File: src/rtl/float_mul_core.sv
// rtl/float_mul_core.sv - Iterative shift-add mantissa multiply and exponent add ahead of normalization.
// One operand pair in flight; result held until the normalizer side accepts it.
module float_mul_core #(
    parameter int E = 8,
    parameter int M = 23
) (
    input  logic             clk,
    input  logic             rst,
    input  logic             in_valid,
    output logic             in_ready,
    input  logic [E+M:0]     ina,
    input  logic [E+M:0]     inb,
    output logic             out_valid,
    input  logic             out_ready,
    output logic             outs,
    output logic [E:0]       oute,
    output logic [2*M+1:0]   outm,
    output logic             outz
);

    localparam int PW = 2 * M + 2;
    localparam int CW = $clog2(M + 1);
    localparam logic [E:0] BIAS = (E+1)'((1 << (E - 1)) - 1);

    typedef enum logic [1:0] {IDLE, BUSY, DONE} state_t;

    state_t          state_q;
    logic [CW-1:0]   cnt_q;
    logic [PW-1:0]   mcand_q;
    logic [M:0]      mplier_q;
    logic [PW-1:0]   acc_q;
    logic            zero_q;
    logic            outs_q;
    logic [E:0]      oute_q;
    logic [PW-1:0]   outm_q;
    logic            outz_q;

    logic [E-1:0]    exp_a;
    logic [E-1:0]    exp_b;
    logic [M:0]      mant_a;
    logic [M:0]      mant_b;
    logic            a_zero;
    logic            b_zero;
    logic [E:0]      exp_sum_d;
    logic [PW-1:0]   acc_d;

    assign exp_a  = ina[E+M-1:M];
    assign exp_b  = inb[E+M-1:M];
    assign mant_a = {|exp_a, ina[M-1:0]};
    assign mant_b = {|exp_b, inb[M-1:0]};
    assign a_zero = (ina[E+M-1:0] == '0);
    assign b_zero = (inb[E+M-1:0] == '0);

    // Only the low E+1 bits are kept, so the sum is formed directly modulo 2^(E+1).
    assign exp_sum_d = {1'b0, exp_a} + {1'b0, exp_b} - BIAS;

    assign acc_d = acc_q + (mplier_q[0] ? mcand_q : '0);

    always_ff @(posedge clk) begin
        if (rst) begin
            state_q  <= IDLE;
            cnt_q    <= '0;
            mcand_q  <= '0;
            mplier_q <= '0;
            acc_q    <= '0;
            zero_q   <= 1'b0;
            outs_q   <= 1'b0;
            oute_q   <= '0;
            outm_q   <= '0;
            outz_q   <= 1'b0;
        end else begin
            case (state_q)
                IDLE: begin
                    if (in_valid) begin
                        mcand_q  <= {{(M+1){1'b0}}, mant_a};
                        mplier_q <= mant_b;
                        acc_q    <= '0;
                        cnt_q    <= CW'(M);
                        zero_q   <= a_zero | b_zero;
                        outs_q   <= ina[E+M] ^ inb[E+M];
                        oute_q   <= (a_zero | b_zero) ? '0 : exp_sum_d;
                        state_q  <= BUSY;
                    end
                end
                BUSY: begin
                    acc_q    <= acc_d;
                    mcand_q  <= mcand_q << 1;
                    mplier_q <= mplier_q >> 1;
                    if (cnt_q == '0) begin
                        outm_q  <= zero_q ? '0 : acc_d;
                        outz_q  <= zero_q;
                        state_q <= DONE;
                    end else begin
                        cnt_q <= cnt_q - CW'(1);
                    end
                end
                DONE: begin
                    if (out_ready) begin
                        state_q <= IDLE;
                    end
                end
                default: state_q <= IDLE;
            endcase
        end
    end

    assign in_ready  = (state_q == IDLE);
    assign out_valid = (state_q == DONE);
    assign outs      = outs_q;
    assign oute      = oute_q;
    assign outm      = outm_q;
    assign outz      = outz_q;

endmodule
File: config.mk
export PLATFORM = sky130hd
export DESIGN_NAME = float_mul_core
export DESIGN_NICKNAME = d
export VERILOG_FILES = /design/src/rtl/float_mul_core.sv
export SDC_FILE = /design/constraint.sdc
export NUM_CORES = 1
export LEC_CHECK = 0
export BUFFER_PORTS_ARGS = -buffer_cell sky130_fd_sc_hd__buf_2
export CORE_ASPECT_RATIO = 1.1
export CORE_UTILIZATION = 33
export CTS_BUF_LIST = sky130_fd_sc_hd__clkbuf_2
export DETAILED_ROUTE_END_ITERATION = 12
export SYNTH_ARGS = -nofsm -noshare
export SYNTH_HDL_FRONTEND = slang
export SYNTH_SLANG_ARGS = --single-unit
File: constraint.sdc
create_clock -name clk -period 6.7 [get_ports clk]
set_clock_uncertainty 0.15 [all_clocks]
set_input_delay 0.67 -clock clk [delete_from_list [all_inputs] [get_ports clk]]
set_output_delay 0.67 -clock clk [all_outputs]
set_load 0.02 [all_outputs]
Yosys cells after proc, flatten, opt, wreduce, memory -nomap -nowiden
Cells that the tools add are included.

Reduce and logical (&&, ||, !) cells: 12. Magnitude comparators: 0. $add $sub $neg: 4. Divide/modulo/power cells: 0. Shift operators: 0. $mul: 0. Equal/unequal tests: 6. Mux-type cells: 16. Bitwise logic cells: 2.

Operators by type and width (number): $mux 48 (4); $pmux 48 s2 (2); $logic_not 31->1 (2); $add 48x48->48 (1); $pmux 24 s2 (1); $mux 24 (1); $reduce_or 8->1 (2); $mux 5 (2); $pmux 5 s2 (1); $add 8x8->9 (1); $mux 9 (1); $sub 9x7->9 const B (1); $mux 2 (3); $ne 2x2->1 const B (3); $pmux 2 s3 (1); $reduce_and 2->1 (3); $reduce_and 3->1 (2); $logic_not 5->1 (1); $sub 5x1->5 const B (1); $eq 2x1->1 const B (1); $eq 2x2->1 const B (1); $logic_not 2->1 (1); $ne 2x1->1 const B (1); $reduce_bool 2->1 (1); other kinds (2) (2).

Output and inout port bits: 61. Register bits: 187. Memories kept: 0. Bits in writable memories: 0. Word-level logic and storage cells: 50. Latch bits: 0. Memory bits (read-only): 0.

Depth between registers and ports, before layout
Gate-level depths: netlist of run 1.

Depth after elaboration: 3. Depth in mapped cells: 15. Gate-level depth less buffers: 14.

Worst setup path before layout of run 1
OpenSTA, ideal clock, no wires.

Path type: register to register. Start point: register mplier_q[0]. End point: register acc_q[46]. Data required time: 6433 ps. Data arrival time: 3269 ps. Path buffers: 2. Slack: 3164 ps. Cell stages (with the launch flop): 16. Clock period less this slack: 3536 ps. Setup time: 117 ps. Path through: dfxtp_1 clkbuf_1 clkbuf_1 and2_1 ha_1 fa_1 a21oi_1 o211ai_1 a2111oi_2 o31ai_2 a21oi_2 o31ai_4 a41oi_4 o41ai_2 xor2_1 a22o_1.

Cells in the longest elaborated chain, start to end: 3.

RTL lines: start: declaration (RTL line 30) `logic [M:0] mplier_q;`; start signal: assignment (RTL line 76) `mplier_q <= mant_b;`; start signal: assignment (RTL line 88) `mplier_q <= mplier_q >> 1;`; $mux 48 (RTL line 57) `assign acc_d = acc_q + (mplier_q[0] ? mcand_q : '0);`; $add 48x48->48 (RTL line 57); $pmux 48 s2 (RTL line 72) `case (state_q)`; end signal: assignment (RTL line 65) `acc_q <= '0;`; end signal: assignment (RTL line 77) `acc_q <= '0;`; end signal: assignment (RTL line 86) `acc_q <= acc_d;`; end: declaration (RTL line 31) `logic [PW-1:0] acc_q;`.

Every way passes these cells. A chain may end at the register's enable or synchronous reset.

Worst setup path after layout of run 1
Start point: register mplier_q[0]. End point: register acc_q[44].

Same word-level chain as after synthesis.

==> results of run 1 <==
[what timing repair did]
item,CTS,global route
hold buffers,34,0
hold endpoints to repair,32,0
gates resized for setup,0,0
[registers in the layout, summed over array words and instances, names as in the netlist]
| signal | flops |
|---|---|
| cnt_q | 5 |
| outz | 1 |
| zero_q | 1 |
| outs | 1 |
| oute | 9 |
| mplier_q | 24 |
| acc_q | 48 |
| outm | 48 |
| state_q | 2 |
| mcand_q | 48 |
[final timing paths]
| check | end | slack [ps] |
|---|---|---|
| max | acc_q[44] | 2730 |
| min | mplier_q[8] | 110 |
| max reg2reg | acc_q[44] | 2730 |
| min reg2reg | mcand_q[21] | 330 |
[synthesized netlist by cell type, types with 16 or more instances]
| cell type | n |
|---|---|
| sky130_fd_sc_hd__a21o_1 | 20 |
| sky130_fd_sc_hd__a21oi_1 | 89 |
| sky130_fd_sc_hd__a22o_1 | 40 |
| sky130_fd_sc_hd__a22oi_1 | 77 |
| sky130_fd_sc_hd__a311oi_1 | 16 |
| sky130_fd_sc_hd__and2_1 | 50 |
| sky130_fd_sc_hd__clkbuf_1 | 63 |
| sky130_fd_sc_hd__dfxtp_1 | 187 |
| sky130_fd_sc_hd__ha_1 | 64 |
| sky130_fd_sc_hd__inv_1 | 25 |
| sky130_fd_sc_hd__nand2_1 | 89 |
| sky130_fd_sc_hd__nor2_1 | 222 |
| sky130_fd_sc_hd__nor2b_1 | 40 |
| sky130_fd_sc_hd__nor3_1 | 39 |
| sky130_fd_sc_hd__nor4_1 | 16 |
| sky130_fd_sc_hd__o21ai_0 | 32 |
| sky130_fd_sc_hd__xnor2_1 | 31 |
| sky130_fd_sc_hd__xor2_1 | 22 |
[layer usage]
metal  vias to the layer above  track usage  share of wire
met4                         0       0.0596          0.020
met5                         -            0              0
met1                      4292        0.228           0.47
met2                       207        0.296           0.47
met3                        36       0.0324          0.037
li1                       4647            -              -
[worst max-delay path, stage by stage (launching register included)]
cell	delay (ps)
sky130_fd_sc_hd__dfxtp_1	370
sky130_fd_sc_hd__buf_4	240
sky130_fd_sc_hd__and2_1	200
sky130_fd_sc_hd__ha_1	200
sky130_fd_sc_hd__fa_1	400
sky130_fd_sc_hd__a21oi_1	250
sky130_fd_sc_hd__o211ai_1	200
sky130_fd_sc_hd__a2111oi_2	490
sky130_fd_sc_hd__o31ai_2	180
sky130_fd_sc_hd__a21oi_2	270
sky130_fd_sc_hd__o31ai_4	130
sky130_fd_sc_hd__a41oi_4	300
sky130_fd_sc_hd__o31ai_1	120
sky130_fd_sc_hd__a32o_1	240
sky130_fd_sc_hd__o31ai_2	170
[power by group]
| part | switching [mW] | internal, mW | total [mW] |
|---|---|---|---|
| combinational | 0.299 | 0.173 | 0.473 |
| clock | 0.421 | 0.140 | 0.560 |
| sequential | 0.0487 | 1.18 | 1.23 |
[per-stage QoR]
| stage | hold WS, ps | area [um^2] |
|---|---|---|
| floorplan | 292 | 10200 |
| global placement | 284 | 11100 |
| detailed placement | 291 | 11100 |
| CTS | 3.29 | 11700 |
| global route | 28.5 | 11700 |
| finish | 106 | 11700 |
[final cells by class]
type / instances / share of cell area
diodes: 1 / 0.000214
clock buffers: 19 / 0.00814
clock inverters: 13 / 0.0102
inverters: 25 / 0.00803
multi-input cells: 955 / 0.516
flip-flops and latches: 187 / 0.320
well taps: 414 / 0.0443
repair buffers: 175 / 0.0925
[logic make-up (layout without fill, tap and decap cells)]
logic type	after synthesis	after routing
buffers and inverters	106	232
multiplexers	1	1
AO/OA/AOI/OAI	336	336
flip-flops	187	187
adder cells (fa/ha/maj)	66	66
XOR/XNOR	53	53
other	0	1
AND/OR/NAND/NOR	499	499
==> results, run 1 <==
- The flow ran to the end, and the final reports show no timing, DRC or antenna violations.
- The area fraction in compound gates after synthesis was 0.234.
- The first detailed-routing pass took 6 iterations.
- The number of nets handed over by synthesis was 1382.
- Clock-pin slew was measured on the worst setup and hold paths at about 280 ps.
- The tightest min-delay check is of the input pin to register type.
- By startpoint and endpoint, the worst setup path is classified as register to register.
- Of the total synthesized cell area, the portion taken by full adders, half adders and majority gates is 0.0823.
- After global routing the overflow that remains totals 0.
- In the synthesized netlist the dominant register cell turns out to be sky130_fd_sc_hd__dfxtp_1.
- The worst supply voltage drop on vdd is ~0.09 mV.
- The routed wirelength normalized by instance count is about 15 um.
- The most common cell after layout, fill and taps aside is sky130_fd_sc_hd__nor2_1.
- The worst min-delay path startpoint is inb[8].
- The average instance area after synthesis is just over 8 um^2.
- The die span in y is about 190 um.
- The maximum clock rate is roughly 250 MHz.
- In the final timing run, aggregate negative setup slack is 0 ps.
- The number of buffers inserted by post-CTS setup repair is 0.
- In the final layout, the share of cells above drive strength 1 is 0.147.
- The first global-routing pass estimated 45.5 mm of wire.
- The clock tree from TritonCTS is built.
- The number of violations of the max-capacitance limit is 0.
- Setup repair after global routing left no endpoint under its margin.
- In this run, CTS created clock tree buffers numbering 17.
- The share of synthesized registers carrying an async set or reset is 0.
- During synthesis, Yosys emitted a total of 0 warnings.
- Setup violations remaining at the end of the flow were counted as 0.
- The number of library cell types mapped by synthesis is 69.
- The share of cell area taken by muxes after synthesis is 0.000980.
- The area of the core is between 30000 and 40000 um^2.
- The number of antenna violations at the first check in global routing was 1.
- The number of clock sinks seen by CTS is 187.
- The final wirelength is approximately 27 mm.
- The post-synth design cell area is 10200 um^2.
- The initial detailed-routing violation count is 510.
- The floorplan has 67 rows.
- The actual slew at the worst max-slew pin is 1050 ps.
- The storage element area is between 3000 and 4000 um^2.
- The horizontal extent of the die is between 150 and 200 um.
- The cell count after placement is 1722.
- The count of cells along the worst register-to-register path is 14.
- The arrival time at the worst endpoint is approximately 4600 ps.
- The share of Yosys cell area claimed by the top area cell type is 0.366.
- The final-report max-slew violation count is 0.
- After synthesis, the largest family of logic cells by area is compound AO/OA/AOI/OAI gates.
- The maximum root-to-sink buffer count is 2.
- The die area is between 30000 and 40000 um^2.
- The number of H-tree branching levels is 4.
- Counting the fill cells in the layout gives around 3200.
- Total power for the finished layout comes to 2.26 mW.
- The cell at the root of the clock tree is sky130_fd_sc_hd__clkbuf_2.
- Synthesis handed over a netlist of around 1200 instances.
- The number of global-route vias before repair is between 8000 and 9000.
- The area share of and/or/nand/nor cells after synthesis is 0.225.
- Compared with the post-synthesis result, the final layout area differs by 14.4%.
- In this run, synthesis inferred 0 flip-flops with an integrated enable.
- The final estimated routing congestion in global placement is just under 0.9.
- Once detail routing completed, the nets flagged for antenna violations numbered 0.
- The worst hold path was traced through 5 stages.
- At the end of the flow the core is filled with cells to 0.384.
- STA classifies the critical path endpoint as a register.
- The start point of the critical path is mplier_q[0].
- The clock latency at the later pin of the worst-skew pair is roughly 800 ps.
- The worst setup path is launched from a register.
- The net count of the finished layout is 1495.
- The portion of the clock cycle consumed by the worst path in the final layout is 0.593.
- The part of the Yosys area used for sequential elements is 0.366.
- The worst setup margin is about 2700 ps.
- The required time of the worst setup path is 7280 ps.
- Power spread over the standard cell area amounts to roughly 190 nW/um^2.
- In the routed design, unresolved DRC markers number 0.
- Summed over all cells, the static leakage comes to between 5 and 6 nW.
- In this run, synthesis produced a sequential element count of between 150 and 200.
- After the flow finishes, the layout carries non-filler instances totaling 1789.
- For the finished layout, the period the worst path requires is 3970 ps.
- The post-placement worst setup slack is approximately 2800 ps.
- The HPWL after detailed placement is roughly 19 mm.
- The final route contains 9182 vias.
- Of the total synthesized cell area, the portion taken by XOR and XNOR cells is 0.0454.
- The maximum number of pins on one net before global-route repair is between 70 and 80.
- The count of input and output buffers is between 100 and 150.
- In the final layout, the multi-input gates occupy ~6000 um^2.
- In the layout the commonest cells are sky130_fd_sc_hd__nor2_1 (219), sky130_fd_sc_hd__dfxtp_1 (186), sky130_fd_sc_hd__buf_2 (127), sky130_fd_sc_hd__nand2_1 (89), sky130_fd_sc_hd__a21oi_1 (88).
- In the global route stage, overall resource usage came out at 0.177.
- After synthesis, the cell types taking the most area are sky130_fd_sc_hd__dfxtp_1 (37%), sky130_fd_sc_hd__nor2_1 (8.2%), sky130_fd_sc_hd__ha_1 (7.8%), sky130_fd_sc_hd__a22oi_1 (5.7%), sky130_fd_sc_hd__a21oi_1 (4.4%).
- Of all cell types, the one taking the most synthesized area is sky130_fd_sc_hd__dfxtp_1.
- The mean number of vias per cell is slightly above 5.
- The maximum net fanout on the critical path is 48.
- The effective utilization at floorplan is 0.336.
- The number of endpoints with negative hold slack in the final report is 0.
- Measured against its own limit, the worst slew margin works out to 0.297.
- 129 I/O pins were placed.
- The critical register-to-register path startpoint is mplier_q[0].
(Power assumes the default switching activity.)
==> run 2: changes to the inputs <==
clock period = 3.4 ns   (was 6.7 ns; I/O delays follow)
==> results, run 2 (synthesis results as in run 1) <==
- The internal power component is 3.21 mW (+110%).
- The number of global-route vias before repair is 10000 (+12%).
- The worst supply voltage drop on vdd is 0.246 mV (+170%).
- The number of antenna violations at the first check in global routing is 1 (unchanged).
- The flow ran to the end, but the final reports show violations.
- The final setup TNS is -169 ps (-169 ps).
- The actual slew at the worst max-slew pin is 740 ps (-314 ps).
- The cell count after placement is 1797 (+4.4%).
- The clock period minus worst slack is 3500 ps (-472 ps).
- The busiest layer in global routing is met2.
- The effective utilization at floorplan is 0.336 (unchanged).
- Setup repair after global routing could not meet its margin everywhere.
- The tightest slew margin relative to the limit is 0.507 (+0.210).
- The final-report max-slew violation count is 0 (unchanged).
- The final reports fail on setup timing.
- The total vias in the final route is 9923 (+8.1%).
- The die span in y is 187 um (unchanged).
- The post-route DRC violation count came to 0 (unchanged).
- The number of failing setup endpoints in the final timing report is 5 (+5).
- The die area is 31700 um^2 (unchanged).
- The area of the core is 30400 um^2 (unchanged).
- The arrival time at the worst endpoint is 4070 ps (-480 ps).
- The count of non-filler cells in the finished layout was 1946 (+8.8%).
- The post-route total power is 4.80 mW (+110%).
- The final global-route overflow total is 0 (unchanged).
- The mean number of vias per cell came to 5.10 (-0.65%).
- The switching power as a share of total power is 0.331 (-0.00879).
- The worst min-delay path startpoint is ina[8].
- The start point of the critical path is mplier_q[0].
- The tree is rooted in a sky130_fd_sc_hd__clkbuf_2.
- The first-pass GRT wire length is 49.6 mm (+8.9%).
- The met1 track utilization from global routing is 0.246 (+0.0179).
- The final estimated routing congestion in global placement is 0.883 (+1.7%).
- The worst setup path is captured at a register.
- The net switching component of the power was 1.59 mW (+110%).
- The detailed-placement wirelength estimate was 20.2 mm (+6.0%).
- The register clock-pin slew on the reported worst setup and hold paths is 310 ps (+30 ps).
- The type of the worst setup path is register to register.
- The clock latency at the later pin of the worst-skew pair was 810 ps (about the same).
- The most common cell after layout, fill and taps aside is sky130_fd_sc_hd__nor2_1.
- The count of input and output buffers is 128 (unchanged).
- The met3 track demand over resource is 0.0329 (+0.000424).
- In the layout the commonest cells are sky130_fd_sc_hd__nor2_1 (220), sky130_fd_sc_hd__dfxtp_1 (184), sky130_fd_sc_hd__buf_2 (127), sky130_fd_sc_hd__dlygate4sd3_1 (111), sky130_fd_sc_hd__buf_4 (92).
- The remaining antenna violation count after routing is 0 (unchanged).
- The required time of the worst setup path came to 3970 ps (-3310 ps).
- The routing usage on met2 is 0.328 (+0.0320).
- The row count is 67 (unchanged).
- The worst min-delay path class is input pin to register.
- The number of clock buffers inserted by TritonCTS came to 17 (unchanged).
- The final wirelength was 30.2 mm (+10%).
- The worst setup path is launched from a register.
- The portion of total power attributed to the clock network is 0.247 (about the same).
- The number of violations of the max-capacitance limit is 0 (unchanged).
- The sequential share of power is 0.506 (-0.037).
- The maximum net fanout on the critical path is 8 (-83%).
- The worst setup margin was -100 ps (-2830 ps).
- The final non-filler cell area came to 13400 um^2 (+14%).
- The critical register-to-register path startpoint is mplier_q[0].
- The maximum root-to-sink buffer count is 2 (unchanged).
- The final layout net count is 1654 (+11%).
- The horizontal extent of the die is 170 um (unchanged).
- The relative contribution of combinational cells to total power is 0.247 (+0.038).
- The portion of the clock cycle consumed by the worst path in the final layout was 1.03 (+0.437).
- The final cell utilization of the core is 0.439 (+0.0550).
- The power density over cell area came to 359 nW/um^2 (+86%).
- The leakage component of the power was 5.91 nW (+16%).
- The ratio of cells with drive above 1 in the final layout was 0.208 (+0.0607).
- The combined global-route utilization of all metal layers is 0.193 (+0.0152).
- The growth of design area from synthesis to finish is 30.7%.
- The routed wirelength normalized by instance count came to 15.5 um (+1.1%).
- The standard cell area after detailed placement is 11700 um^2 (+5.2%).
- The count of pins on the block boundary is 129 (unchanged).
- The maximum number of pins on one net before global-route repair is 69 (-13%).
- The initial detailed-routing violation count is 513 (+0.59%).
- The maximum clock rate is 286 MHz (+13%).
- The number of endpoints with negative hold slack in the final report is 0 (unchanged).
- The number of H-tree branching levels is 4 (unchanged).
- TritonCTS built the clock tree.
- The number of clock sinks seen by CTS came to 187 (unchanged).
- The number of search-and-repair iterations in the first detailed-routing pass is 5 (-1).
## run 2: cell count changes in the layout (fill, tap and decap cells not counted), sizes merged
cell	before	now
dlymetal6s4s	0	1
clkinv	6	1
bufinv	1	2
inv	28	30
buf	141	222
dlygate4sd3	34	111
## run 2: worst paths after layout
kind                endpoint  slack [ps]  cells after the start
setup / recovery   acc_q[44]        -100                     13
hold / removal    mcand_q[8]         180                      4
setup reg to reg   acc_q[44]        -100                     13
hold reg to reg      outm[2]         330                      2
## run 2: layout make-up
type | count | area, um^2
fill | 2969 | 17100
multi-input combinational | 955 | 6270
sequential | 187 | 3750
timing repair buffer | 334 | 2490
tap | 414 | 518
clock inverter | 11 | 138
clock buffer | 19 | 95.1
inverter | 25 | 93.8
antenna | 1 | 2.50
## run 2: metrics by stage
stage               setup slack (ps)  hold WS (ps)
global route                    -211           124
floorplan                       3.49           292
CTS                            -37.8           104
detailed placement              -219           293
finish                          -100           182
global placement                -187           282
## run 2: critical path, cell delays in order, from the launching register on
cell,delay [ps]
sky130_fd_sc_hd__dfxtp_4,440
sky130_fd_sc_hd__buf_6,130
sky130_fd_sc_hd__and2_4,140
sky130_fd_sc_hd__ha_4,270
sky130_fd_sc_hd__a21oi_2,60
sky130_fd_sc_hd__o211ai_1,360
sky130_fd_sc_hd__a2111oi_4,150
sky130_fd_sc_hd__o31ai_2,370
sky130_fd_sc_hd__a21oi_2,140
sky130_fd_sc_hd__o31ai_4,360
sky130_fd_sc_hd__a21oi_2,110
sky130_fd_sc_hd__or3_1,320
sky130_fd_sc_hd__a32o_2,270
sky130_fd_sc_hd__o31ai_2,160
## run 2: per-layer routing
layer  share of wire  wire length, um
met1            0.46            13800
met2            0.49            14700
met3           0.041             1230
met4           0.018              540
met5               0                0
## run 2: repair_timing
action                                  CTS  global route
hold endpoints to repair                 90             0
buffers inserted                          0             6
gates resized for setup                   9            46
hold buffers                            112             0
pin swaps                                 4            29
endpoints found under the setup margin   39            48
## run 2: power by group through the flow
| stage | Clock [mW] | Sequential, mW | Combinational [mW] |
|---|---|---|---|
| after floorplan | 0 | 2.45 | 0.639 |
| after global placement | 0 | 2.46 | 0.950 |
| after detailed placement | 0 | 2.46 | 0.959 |
| final | 1.18 | 2.43 | 1.19 |
| after CTS | 1.24 | 2.43 | 1.14 |
| after global routing | 1.31 | 2.45 | 1.31 |
==> run 3: changes to the inputs <==
ABC_CLOCK_PERIOD_IN_PS = 4000   (was default)
clock period = 4 ns   (was 3.4 ns; I/O delays follow)
==> results, run 3 (synthesis results as in run 1) <==
- The flow ran to the end, and the final reports show no timing, DRC or antenna violations.
- The final global-route overflow total came to 0 (unchanged).
- The effective utilization at floorplan came to 0.336 (unchanged).
- The number of buffers inserted by post-CTS setup repair was 0 (unchanged).
- The worst supply voltage drop on vdd is 0.188 mV (-24%).
- The post-placement worst setup slack was 203 ps (+422 ps).
- The final wirelength is 28.5 mm (-5.6%).
- The relative contribution of combinational cells to total power is 0.234 (-0.013).
- The power density over cell area is 316 nW/um^2 (-12%).
- The register clock-pin slew on the reported worst setup and hold paths is 290 ps (-20 ps).
- The net switching component of the power is 1.30 mW (-18%).
- The growth of design area from synthesis to finish is 22.4%.
- The actual slew at the worst max-slew pin came to 884 ps (+144 ps).
- The combined global-route utilization of all metal layers came to 0.185 (-0.00758).
- The number of search-and-repair iterations in the first detailed-routing pass is 5 (unchanged).
- The detailed-placement wirelength estimate is 19.1 mm (-5.4%).
- The cell that appears most often on the critical path is sky130_fd_sc_hd__a21oi_1.
- The routed wirelength normalized by instance count is 15.3 um (-1.7%).
- The number of antenna violations at the first check in global routing is 1 (unchanged).
- The final layout net count is 1577 (-4.7%).
- The final cell utilization of the core is 0.411 (-0.0279).
- The remaining antenna violation count after routing came to 0 (unchanged).
- The count of input and output buffers is 128 (unchanged).
- The number of clock buffers inserted by TritonCTS came to 17 (unchanged).
- The most common cell after layout, fill and taps aside is sky130_fd_sc_hd__nor2_1.
- The sort of element at the end of the critical path is a register.
- The first-pass GRT wire length is 47.8 mm (-3.6%).
- The final setup TNS came to 0 ps (+169 ps).
- The post-route total power is 3.96 mW (-18%).
- The worst-path cell with the longest stage delay is sky130_fd_sc_hd__or3_1.
- The delay of the slowest critical-path stage was 400 ps (-40 ps).
- The total vias in the final route was 9560 (-3.7%).
- The count of non-filler cells in the finished layout came to 1870 (-3.9%).
- The ratio of cells with drive above 1 in the final layout is 0.139 (-0.0689).
- The number of endpoints with negative hold slack in the final report is 0 (unchanged).
- The portion of the clock cycle consumed by the worst path in the final layout is 0.956 (-0.0730).
- The row count is 67 (unchanged).
- The die span in y came to 187 um (unchanged).
- The count of pins on the block boundary is 129 (unchanged).
- The worst path buffer plus inverter count was 1 (unchanged).
- The leakage component of the power is 5.48 nW (-7.3%).
- The critical path goes through buf_4, and2_1, ha_1, and4_1, nand3_1, a31o_2, a21oi_1, a21oi_1, o31ai_1, a21o_1, a211oi_1, or3_1, a32o_1.
- The post-route DRC violation count is 0 (unchanged).
- The number of clock sinks seen by CTS is 187 (unchanged).
- The arrival time at the worst endpoint is 4400 ps (+330 ps).
- The clock period minus worst slack is 3830 ps (+326 ps).
- The area of the core is 30400 um^2 (unchanged).
- The internal power component is 2.66 mW (-17%).
- The worst hold slack across all endpoints is 102 ps (-80.1 ps).
- The cell count after placement came to 1726 (-4.0%).
- The library cells used most frequently in the layout, excluding fill and tap cells, are sky130_fd_sc_hd__nor2_1 (221), sky130_fd_sc_hd__dfxtp_1 (186), sky130_fd_sc_hd__buf_2 (127), sky130_fd_sc_hd__dlygate4sd3_1 (112), sky130_fd_sc_hd__nand2_1 (89).
- The number of violations of the max-capacitance limit is 0 (unchanged).
- The die area is 31700 um^2 (unchanged).
- The maximum root-to-sink buffer count came to 2 (unchanged).
- The clock tree from TritonCTS is built.
- The worst min-delay path class is input pin to register.
- The final non-filler cell area is 12500 um^2 (-6.4%).
- The sequential share of power is 0.519 (+0.013).
- The maximum number of pins on one net before global-route repair was 86 (+25%).
- The worst setup margin is 174 ps (+274 ps).
- The initial detailed-routing violation count is 652 (+27%).
- Setup repair after global routing left no endpoint under its margin.
- The standard cell area after detailed placement is 11200 um^2 (-4.6%).
- The cell family contributing the most delay on the critical path is compound AO/OA/AOI/OAI gates.
- The tightest slew margin relative to the limit was 0.405 (-0.102).
- The portion of total power attributed to the clock network came to 0.246 (about the same).
- The maximum net fanout on the critical path is 21 (+13).
- The maximum clock rate is 261 MHz (-8.5%).
- The final estimated routing congestion in global placement is 0.868 (-1.6%).
- Clock tree synthesis selected as its root buffer the cell sky130_fd_sc_hd__clkbuf_2.
- The number of global-route vias before repair is 9606 (-4.3%).
- The type of the worst setup path is register to register.
- The mean number of vias per cell came to 5.11 (+0.26%).
- The horizontal extent of the die is 170 um (unchanged).
- The final-report max-slew violation count is 0 (unchanged).
- The required time of the worst setup path was 4570 ps (+600 ps).
- The sort of element at the start of the critical path is a register.
- The number of H-tree branching levels is 4 (unchanged).
- The clock latency at the later pin of the worst-skew pair is 800 ps (about the same).
- The number of failing setup endpoints in the final timing report is 0 (-5).
- The switching power as a share of total power was 0.329 (-0.00255).
==> run 3: worst register-to-register path, stage by stage (launching register included) <==
cell,delay [ps]
sky130_fd_sc_hd__dfxtp_1,390
sky130_fd_sc_hd__buf_4,190
sky130_fd_sc_hd__and2_1,180
sky130_fd_sc_hd__ha_1,380
sky130_fd_sc_hd__and4_1,240
sky130_fd_sc_hd__nand3_1,80
sky130_fd_sc_hd__a31o_2,230
sky130_fd_sc_hd__a21oi_1,310
sky130_fd_sc_hd__a21oi_1,190
sky130_fd_sc_hd__o31ai_1,360
sky130_fd_sc_hd__a21o_1,300
sky130_fd_sc_hd__a211oi_1,120
sky130_fd_sc_hd__or3_1,400
sky130_fd_sc_hd__a32o_1,260
==> run 3: worst paths after layout <==
kind	endpoint	depth (start not counted)	slack [ps]	startpoint
setup / recovery	acc_q[47]	13	170	mplier_q[0]
hold / removal	oute[2]	5	100	ina[24]
setup reg to reg	acc_q[47]	13	170	mplier_q[0]
hold reg to reg	mcand_q[8]	2	330	mcand_q[7]
==> run 3: power by group through the flow <==
stage / combinational (mW) / clock (mW) / sequential (mW)
floorplan: 0.542 / 0 / 2.08
global placement: 0.762 / 0 / 2.09
detailed placement: 0.771 / 0 / 2.09
CTS: 0.917 / 1.01 / 2.06
global route: 1.03 / 1.08 / 2.07
finish: 0.927 / 0.975 / 2.06
==> run 3: repair_timing <==
action / 4_1_cts / 5_1_grt
hold buffers: 112 / 0
gates resized for setup: 0 / 0
hold endpoints to repair: 73 / 0
==> run 3: area by class of cell <==
type / instances / area (um^2)
fill: 3099 / 17900
multi-input combinational: 955 / 6030
sequential: 187 / 3740
timing repair buffer: 257 / 1900
tap: 414 / 518
clock inverter: 12 / 126
clock buffer: 19 / 95.1
inverter: 25 / 93.8
antenna: 1 / 2.50
==> run 3: layer usage <==
layer	global-route usage	up-vias	wire (um)
met5	0	-	0
li1	-	4824	-
met3	0.0341	31	1220
met4	0.0558	0	466
met1	0.237	4491	13100
met2	0.313	214	13700
